$ cat config.mk
export PLATFORM = sky130hd
export DESIGN_NAME = serializer_tx
export DESIGN_NICKNAME = d
export VERILOG_FILES = /design/src/rtl/serializer_tx.sv
export SDC_FILE = /design/constraint.sdc
export NUM_CORES = 1
export LEC_CHECK = 0
export BUFFER_PORTS_ARGS = -buffer_cell sky130_fd_sc_hd__buf_2
export CORE_ASPECT_RATIO = 0.8
export CORE_MARGIN = 3
export CORE_UTILIZATION = 50
export DETAILED_ROUTE_END_ITERATION = 10
export GPL_ROUTABILITY_DRIVEN = 0
export PLACE_DENSITY_LB_ADDON = 0.25
export SYNTH_ARGS = -nofsm -noshare
export SYNTH_HDL_FRONTEND = slang
export SYNTH_SLANG_ARGS = --single-unit
$ cat constraint.sdc
create_clock -name t_clk -period 1.59 [get_ports t_clk]
set_input_delay 0.2385 -clock t_clk [delete_from_list [all_inputs] [get_ports t_clk]]
set_output_delay 0.2385 -clock t_clk [all_outputs]
set_load 0.05 [all_outputs]
$ cat src/rtl/serializer_tx.sv
// Byte-to-serial frame transmitter: sync 1010, FRAME_BYTES payload bytes MSB first,
// then GAP_BITS idle-low bits. One holding register feeds one shift register.
module serializer_tx #(
  parameter int FRAME_BYTES = 3,
  parameter int GAP_BITS    = 2
) (
  input  logic       t_clk,
  input  logic       rst,
  input  logic [7:0] din,
  input  logic       din_valid,
  output logic       din_ready,
  output logic       sdata,
  output logic       busy,
  output logic       frame_done,
  output logic       underrun
);

  typedef enum logic [1:0] {IDLE, SYNC, DATA, GAP} state_t;

  localparam logic [2:0] LAST_BYTE = 3'(FRAME_BYTES - 1);
  localparam logic [3:0] GAP_LAST  = 4'(GAP_BITS - 1);

  state_t     state, state_nxt;
  logic [7:0] hold, shift;
  logic       hold_full;
  logic [2:0] bit_cnt, byte_cnt;
  logic [3:0] gap_cnt;
  logic       data_end;
  logic       sdata_nxt, xfer, enter_gap, accept;

  // Handshake: a byte moves on every edge where din_valid && din_ready; din_ready is
  // simply "holding register empty", so it never depends on din_valid.
  assign din_ready = !hold_full;
  assign accept    = din_valid && !hold_full;
  assign busy      = (state != IDLE);

  always_comb begin
    state_nxt = state;
    sdata_nxt = 1'b0;
    xfer      = 1'b0;
    enter_gap = 1'b0;
    case (state)
      IDLE: begin
        if (hold_full) begin
          state_nxt = SYNC;
          sdata_nxt = 1'b1;
        end
      end
      SYNC: begin
        // Remaining sync bits 0,1,0 follow bit_cnt[0] for bit_cnt = 0,1,2.
        sdata_nxt = bit_cnt[0];
        if (bit_cnt == 3'd2) begin
          state_nxt = DATA;
          xfer      = 1'b1;
        end
      end
      DATA: begin
        if (data_end) begin
          state_nxt = GAP;
          enter_gap = 1'b1;
        end else begin
          sdata_nxt = shift[~bit_cnt];
          if (bit_cnt == 3'd7 && byte_cnt != LAST_BYTE) xfer = 1'b1;
        end
      end
      GAP: begin
        if (gap_cnt == GAP_LAST) state_nxt = IDLE;
      end
      default: state_nxt = IDLE;
    endcase
  end

  always_ff @(posedge t_clk or posedge rst) begin
    if (rst) begin
      state      <= IDLE;
      hold       <= 8'h00;
      hold_full  <= 1'b0;
      shift      <= 8'h00;
      bit_cnt    <= 3'd0;
      byte_cnt   <= 3'd0;
      gap_cnt    <= 4'd0;
      data_end   <= 1'b0;
      sdata      <= 1'b0;
      frame_done <= 1'b0;
      underrun   <= 1'b0;
    end else begin
      state      <= state_nxt;
      sdata      <= sdata_nxt;
      frame_done <= enter_gap;
      underrun   <= xfer && !hold_full;
      // An accept can coincide with a transfer only when hold was empty (pad case);
      // the new byte then stays in hold for the following payload slot.
      if (accept) begin
        hold      <= din;
        hold_full <= 1'b1;
      end else if (xfer) begin
        hold_full <= 1'b0;
      end
      if (xfer) shift <= hold_full ? hold : 8'h00;
      case (state)
        IDLE: begin
          bit_cnt  <= 3'd0;
          byte_cnt <= 3'd0;
          gap_cnt  <= 4'd0;
          data_end <= 1'b0;
        end
        SYNC: bit_cnt <= (bit_cnt == 3'd2) ? 3'd0 : bit_cnt + 3'd1;
        DATA: begin
          if (!data_end) begin
            bit_cnt <= bit_cnt + 3'd1;
            if (bit_cnt == 3'd7) begin
              if (byte_cnt == LAST_BYTE) data_end <= 1'b1;
              else                       byte_cnt <= byte_cnt + 3'd1;
            end
          end
        end
        GAP: gap_cnt <= gap_cnt + 4'd1;
        default: ;
      endcase
    end
  end

endmodule

* Yosys cells after proc, flatten, opt, wreduce, memory -nomap -nowiden
Cells that the tools add are included.
** Storage, ports and cells
- Register bits :: 33
- Bits of input ports :: 11
- Output and inout port bits :: 5
** Cells by class
- Add/subtract/negate cells :: 3
- Order comparisons :: 1
- Equality and inequality tests :: 15
- Muxes and demuxes :: 31
- Bitwise logic cells :: 1
- Reductions and logical operators :: 13
** Operators by type and width (count)
- 3-bit two-way mux :: 5
- 2-bit != test, second input constant :: 7
- 1-bit two-way mux :: 13
- 3-bit case mux with 3 select lines :: 1
- 2-bit two-way mux :: 4
- 8-bit two-way mux :: 1
- 2-bit case mux with 4 select lines :: 1
- 4-bit case mux with 2 select lines :: 1
- 4-bit AND reduction :: 2
- 2-bit nonzero test :: 4
- 3-bit by 1-bit adder with 3-bit output, second input constant :: 2
- 3-bit by 2-bit equality test with 1-bit output, second input constant :: 2
- 3-bit case mux with 2 select lines :: 1
- 4-bit by 1-bit adder with 4-bit output, second input constant :: 1
- 2-bit equality test, second input constant :: 2
- 4-bit by 1-bit equality test with 1-bit output, second input constant :: 1
- 3-bit by 4-bit < comparator with 1-bit output, second input constant :: 1
- 1-bit case mux with 2 select lines :: 2
- 1-bit binary-select mux with 3-bit select :: 1
- 3-bit equality test, second input constant :: 1
- 1-bit logical AND :: 3
- 3-bit by 2-bit != test with 1-bit output, second input constant :: 1
- 3-bit NOT :: 1
- 1-bit case mux with 3 select lines :: 1
- 5 further kinds :: 5

* Logic depth before layout (Yosys ltp)
Gate-level depths: netlist of run 1.
- Depth after elaboration :: 7
- Depth in mapped cells :: 7
- Mapped depth without buffers :: 6

* Worst setup path before layout of run 1
Ideal clock, no wire load.
- Path kind :: register to register
- Start point :: register state[0]
- End point :: register state[1]
- Arrival :: 1739 ps
- Data required time :: 1465 ps
- Path slack :: -274 ps
- Stages on the path, launching flop included :: 7
- Buffers on the path :: 0
- Path through :: dfrtp_1 inv_1 ha_1 inv_1 o21ai_1 a211o_1 mux2_4
** Between the ends
- Word-level cells in the longest chain between the ends :: 3
** Ends and longest elaborated chain
- from (decl) :: RTL line 23 : state_t state, state_nxt;
- from (signal assigned) :: RTL line 87 : state <= state_nxt;
- 2-bit by 1-bit equality test with 1-bit output (tied with other cells) :: RTL line 42 : case (state)
- 2-bit != test (no source line)
- 4-bit AND reduction (no source line)
Several ways; a longest one is shown, not always the timed one.
A chain may end at the register's enable or synchronous reset.

* Worst setup path in the final report of run 1
Ends and elaborated chain as after synthesis.

==> metrics.md, run 1 <==
| Metric | Value |
|---|---|
| Status | finished, violations left |
| Failing checks | setup timing |
| Final slew viol count | 0 |
| Die Wd | 70.8 µm |
| DIE HEIGHT | 57.9 µm |
| Critical Path RT | roughly 1.8 ns |
| Final WL | 3280 µm |
| Post-synth cell types | 34 |
| DRT antenna net count | 0 |
| Top delay family on crit path | flip-flops |
| Crit start category | flop |
| Clock transition at path regs | 0.06 ns |
| Post-synthesis sequential area ratio | 49.1% |
| Lkg Pwr | 1.06 nW |
| Cell accounting for the most synthesized area | dfrtp_1 |
| Routed len/inst | 14.1 µm |
| Least-Margin Pin Slew | 0.421 ns |
| CTS root buffer | clkbuf_8 |
| Most frequent cell after synthesis | dfrtp_1 |
| CTS Buf Count | 5 |
| Initial drt markers | 77 |
| Area growth syn-to-layout | 26.6% |
| Post-layout worst setup margin | -0.0121 ns |
| Ys Warns | 0 |
| CTS tree | done |
| Crit path cell chain | inv_2 -> buf_6 -> ha_4 -> clkinvlp_4 -> o21ai_2 -> a211o_1 -> mux2_4 |
| DIE AREA | 4100 µm² |
| Pin count of the biggest net entering global routing | 34 |
| Power per cell area | 1650 nW/µm² |
| Crit path kind | flop to flop |
| DRC violations left | 0 |
| Post-Synthesis Net Count | between 150 and 200 |
| VDD IR-drop max | about 1 mV |
| Mapped Cells | between 150 and 200 |
| Core outline area | 3150 µm² |
| IO Pins | 16 |
| Vias/cell | 5.15 |
| Clock Skew | 0.00293 ns |
| Critical Path AT | 1.76 ns |
| GRT overflow | 0 |
| Min Tclk post-route | 1.60 ns |
| Initial Utilization | 53.3% |
| All-Layer GR Usage | about 17% |
| Crit path max fanout | 3 |
| Slowest cell delay on critical path | 0.40 ns |
| CTS hold repair buffers | 0 |
| Sum of negative setup slack | -0.0192 ns |
| Yosys reg bits | 33 |
| Ant. Diodes | 0 |
| First-pass GRT wire length | 5510 µm |
| CTS Sinks | 33 |
| Mapped Avg Cell Area | 10.8 µm² |
| Layout cells sized above 1 | 36.5% |
| RSZ-0062 raised after global routing | true |
| Slowest library cell on the worst path | dfrtp_1 |
| Vias | 1194 |
| Rel. slew slack | between 70 and 80% |
| Buf+Inv Stages, Crit Path | 3 |
| FP Rows | 18 |
| Later-pin clock latency in the skew report | about 0.27 ns |
| Max-cap violation count | 0 |
| Post-synth top area share | 49.1% |
| Leading cell types by count after synthesis | dfrtp_1, nand2_1, inv_1 |
| Post-synth EDFFs | 0 |
| Final nets | 216 |
| DP HPWL | 2280 µm |
| Final worst-path cycle share | 101% |
| Synth area leaders | dfrtp_1, ha_1, mux2i_1, mux2_2, nand2_1 |
| Vias in the first global route | 1179 |
| Setup-failing EPs final | 3 |
| Synth Cell Area | 1680 µm² |
| CTS H-Tree Depth | 2 |
| FFs w/ async S/R, synth | 100% |
| Min-delay worst type | input pin to asynchronous set/reset pin |
| CTS Buffer Depth | 2 |
| Hold Fails Final Rpt | 0 |
| CP Capture Type | flop |
| DR pass1 iterations | 4 |
| Main synth FF type | dfrtp_1 |
| # port buffers | 15 |
| Initial antenna violation count | 0 |
| F_max | 624 MHz |
| Place WS | -0.0442 ns |
-- tightest hold or removal path, delay by kind of cell --
family | cells | cell delay [ns]
buffers and inverters | 3 | 0.50
-- area by class of cell --
cell class / instances / area, µm²
clock buffers: 7 / 86.3
inverters: 20 / 78.8
multi-input cells: 98 / 830
repair buffers: 34 / 258
fillers: 262 / 1020
flip-flops and latches: 33 / 827
well taps: 40 / 50.0
-- stage by stage --
stage,total power [mW],instance area [µm²],util [%],cells,hold WS [ns]
after floorplan,2.21,1700,-,155,0.367
after global placement,2.60,1920,60.8,221,0.343
after detailed placement,2.67,1920,60.8,221,0.356
after CTS,3.35,2030,64.2,229,0.0655
after global routing,3.74,2130,67.5,232,0.0807
final,3.51,2130,67.5,232,0.0478
-- worst paths after layout --
path                       startpoint         end  slack, ns  cells past startpoint
min in group t_clk             din[7]     hold[7]       0.19                      2
min                               rst    underrun       0.05                      3
max reg2reg                  state[0]    state[1]      -0.01                      7
max                          state[0]    state[1]      -0.01                      7
max in group asynchronous         rst    state[1]       1.22                      3
min reg2reg                gap_cnt[3]  gap_cnt[3]       0.49                      1
-- what timing repair did --
item | 4_1_cts | 5_1_grt
endpoints found under the setup margin | 14 | 15
setup buffers | 1 | 2
endpoints found under the hold margin | 0 | 0
pin swaps | 0 | 5
resized for setup | 6 | 18
cloned | 0 | 1
-- kinds of logic after synthesis --
kind of cell,after synthesis,synth area share (%)
mux,20,13.5
flops,33,49.1
buf+inv,24,6.32
fa+ha+maj,13,9.67
compound gates,24,9.38
simple gates,40,11.5
xor+xnor,1,0.521
-- layer usage --
metal	global-route usage, %	routed length (µm)	up-vias
li1	-	-	589
met1	24.1	1580	579
met2	26.2	1550	21
met3	4.33	111	5
met4	5.90	31	0
met5	0	0	-
-- flip-flops by register name, indices dropped and copies added, names as in the netlist --
signal and count:
hold 8, shift 8, gap_cnt 4, bit_cnt 3, byte_cnt 3, state 2, data_end 1, frame_done 1
hold_full 1, sdata 1, underrun 1
-- power by group --
group	total, mW	switching [mW]	leakage, nW	internal [mW]
clock network	0.624	0.280	0.0443	0.343
logic	1.66	0.839	0.584	0.817
registers	1.23	0.166	0.429	1.06
total	3.51	1.29	1.06	2.22
-- placed cells by master, fill, tap and decap left out, drive strengths merged --
| cell | netlist | routed |
|---|---|---|
| a211o | 1 | 1 |
| a21boi | 1 | 1 |
| a21o | 2 | 2 |
| a21oi | 2 | 2 |
| a22oi | 1 | 1 |
| a31oi | 1 | 1 |
| and2 | 1 | 1 |
| and2b | 1 | 1 |
| and3 | 2 | 2 |
| buf | 3 | 33 |
| clkbuf | 1 | 8 |
| clkinvlp | 0 | 1 |
| dfrtp | 33 | 33 |
| ha | 13 | 13 |
| inv | 20 | 19 |
| mux2 | 9 | 9 |
| mux2i | 10 | 10 |
| mux4 | 1 | 1 |
| nand2 | 21 | 21 |
| nand2b | 4 | 4 |
| nand3 | 1 | 1 |
| nand4 | 1 | 1 |
| nor2 | 5 | 5 |
| nor2b | 2 | 2 |
| o2111ai | 3 | 3 |
| o21ai | 10 | 10 |
| o31ai | 3 | 3 |
| or2 | 1 | 1 |
| or3 | 1 | 1 |
| xnor2 | 1 | 1 |
No activity file was read; power rests on OpenSTA's default activity.
==> run 2, diff against run 1 <==
--- a/config.mk
+++ b/config.mk
@@ -12,6 +12,7 @@
 export DETAILED_ROUTE_END_ITERATION = 10
 export GPL_ROUTABILITY_DRIVEN = 0
 export PLACE_DENSITY_LB_ADDON = 0.25
+export SKIP_LAST_GASP = 1
 export SYNTH_ARGS = -nofsm -noshare
 export SYNTH_HDL_FRONTEND = slang
 export SYNTH_SLANG_ARGS = --single-unit
==> metrics.md, run 2 (synthesized netlist as in run 1, its figures left out) <==
| Metric | Value |
|---|---|
| Status | finished, violations left |
| Failing checks | setup timing |
| Crit path max fanout | 5 (+2) |
| Hold WS | 0.0469 ns (-0.000870 ns) |
| Later-pin clock latency in the skew report | 0.27 ns (about the same) |
| Ant. Diodes | 0 (unchanged) |
| CTS Buffer Depth | 2 (unchanged) |
| Slowest cell delay on critical path | 0.45 ns (+0.05 ns) |
| Min-delay worst type | input pin to asynchronous set/reset pin |
| Lkg Pwr | 1.07 nW (+0.77%) |
| Hold Fails Final Rpt | 0 (unchanged) |
| Setup-failing EPs final | 3 (unchanged) |
| Min Tclk post-route | 1.60 ns (-0.00138 ns) |
| All-Layer GR Usage | 17.0% (-0.11 points) |
| Final WL | 3420 µm (+4.1%) |
| Crit path cell chain | ha_4 -> and2b_1 -> and3_4 -> o21ai_4 -> clkbuf_16 -> mux2i_1 |
| Most frequent cells in the layout | dfrtp_1, nand2_1, inv_1 |
| CTS Buf Count | 5 (unchanged) |
| Vias in the first global route | 1172 (-0.59%) |
| CTS hold repair buffers | 0 (unchanged) |
| DR pass1 iterations | 4 (unchanged) |
| Filler cells | 250 (-4.6%) |
| Post-layout worst setup margin | -0.0107 ns (+0.00138 ns) |
| Pin count of the biggest net entering global routing | 34 (unchanged) |
| Initial antenna violation count | 0 (unchanged) |
| DRC violations left | 0 (unchanged) |
| Initial drt markers | 98 (+27%) |
| First-pass GRT wire length | 5480 µm (-0.51%) |
| IO Pins | 16 (unchanged) |
| DP Cell Count | 221 (unchanged) |
| FF-to-FF path depth | 6 (-1) |
| Critical Path RT | 1.79 ns (+0.04 ns) |
| Multi-input gate area in the final layout | 851 µm² (+2.6%) |
| Crit path kind | flop to flop |
| Combinational Power Share | 48.2% (+1.0 points) |
| Final nets | 217 (+0.46%) |
| # port buffers | 15 (unchanged) |
| VDD IR-drop max | 0.989 mV (about the same) |
| Crit start category | flop |
| Sw frac | 36.9% (+0.24 points) |
| FP Rows | 18 (unchanged) |
| Flop pwr share | 34.5% (-0.6 points) |
| Biggest regs | hold (8), shift (8), gap_cnt (4) |
| CTS H-Tree Depth | 2 (unchanged) |
| Die Wd | 70.8 µm (unchanged) |
| Pint | 2.26 mW (+1.8%) |
| Initial Utilization | 53.3% (unchanged) |
| Vias/cell | 5.21 (+1.2%) |
| Final slew viol count | 0 (unchanged) |
| Total power draw | 3.59 mW (+2.1%) |
| Post-Layout Cell Count | 233 (+0.43%) |
| Layout cells sized above 1 | 36.8% (+0.33 points) |
| Power per cell area | 1650 nW/µm² (+0.32%) |
| Fin area | 2170 µm² (+1.8%) |
| Area growth syn-to-layout | 28.9% |
| End-of-flow core utilization | 68.8% (+1.2 points) |
| Final worst-path cycle share | 101% (about the same) |
| GRT overflow | 0 (unchanged) |
| Vias | 1214 (+1.7%) |
| RSZ-0062 raised after global routing | true |
| Routed len/inst | 14.7 µm (+3.7%) |
| CTS Sinks | 33 (unchanged) |
| CP Capture Type | flop |
| DRT antenna net count | 0 (unchanged) |
| CTS tree | done |
| Sequential cell area | 827 µm² (unchanged) |
| Most common cell after layout, fill and taps aside | dfrtp_1 |
| Clock transition at path regs | 0.06 ns (about the same) |
| DIE HEIGHT | 57.9 µm (unchanged) |
| Clock Skew | 0.00315 ns (+0.000215 ns) |
| F_max | 625 MHz (about the same) |
| DIE AREA | 4100 µm² (unchanged) |
| Sum of negative setup slack | -0.0238 ns (-0.00456 ns) |
| Placed inst area | 1920 µm² (unchanged) |
| Max-cap violation count | 0 (unchanged) |
| Core outline area | 3150 µm² (unchanged) |
| Slowest library cell on the worst path | dfrtp_2 |
| Critical Path AT | 1.80 ns (+0.04 ns) |
| Clock power frac | 17.3% (-0.5 points) |
| NetSw | 1.32 mW (+2.8%) |
| Rel. slew slack | 72.0% (+0.14 points) |
| DP HPWL | 2280 µm (unchanged) |
| CTS root buffer | clkbuf_8 |
| Least-Margin Pin Slew | 0.419 ns (-0.00203 ns) |
| Place WS | -0.0442 ns (unchanged) |
==> run 2: timing repair <==
item	4_1_cts	5_1_grt
cloned	0	1
buffers inserted	1	5
setup endpoints to repair	14	16
gates resized for setup	4	24
pin swaps	0	6
==> run 2: area by class of cell <==
type / count / share of cell area (%)
multi-input combinational: 98 / 39.2
sequential: 33 / 38.1
timing repair buffer: 35 / 12.6
clock buffer: 7 / 3.98
inverter: 20 / 3.75
tap: 40 / 2.31
==> run 2: power groups by stage <==
stage               clock [mW]  sequential (mW)  combinational [mW]
global route             0.669             1.26                1.88
global placement             0             1.21                1.39
finish                   0.621             1.24                1.73
floorplan                    0             1.23               0.981
CTS                      0.630             1.21                1.49
detailed placement           0             1.23                1.44
==> run 2: final timing paths <==
kind	start	to	slack [ns]
max	state[1]	shift[6]	-0.01
min in group t_clk	din[4]	hold[4]	0.19
max in group asynchronous	rst	state[1]	1.22
min	rst	underrun	0.05
max reg2reg	state[1]	shift[6]	-0.01
min reg2reg	gap_cnt[3]	gap_cnt[3]	0.49
==> run 2: metal layers <==
layer	track usage (%)	share of wire (%)
met3	4.33	3.5
met4	5.90	1.2
met5	0	0
met1	24.0	45
met2	25.9	50
==> run 2: worst max-delay path: cells and delay by family (launching register included) <==
family / cells / cell delay [ns]
simple gates: 2 / 0.32
flops: 1 / 0.45
fa+ha+maj: 1 / 0.19
compound gates: 1 / 0.19
mux: 1 / 0.18
buf+inv: 1 / 0.19
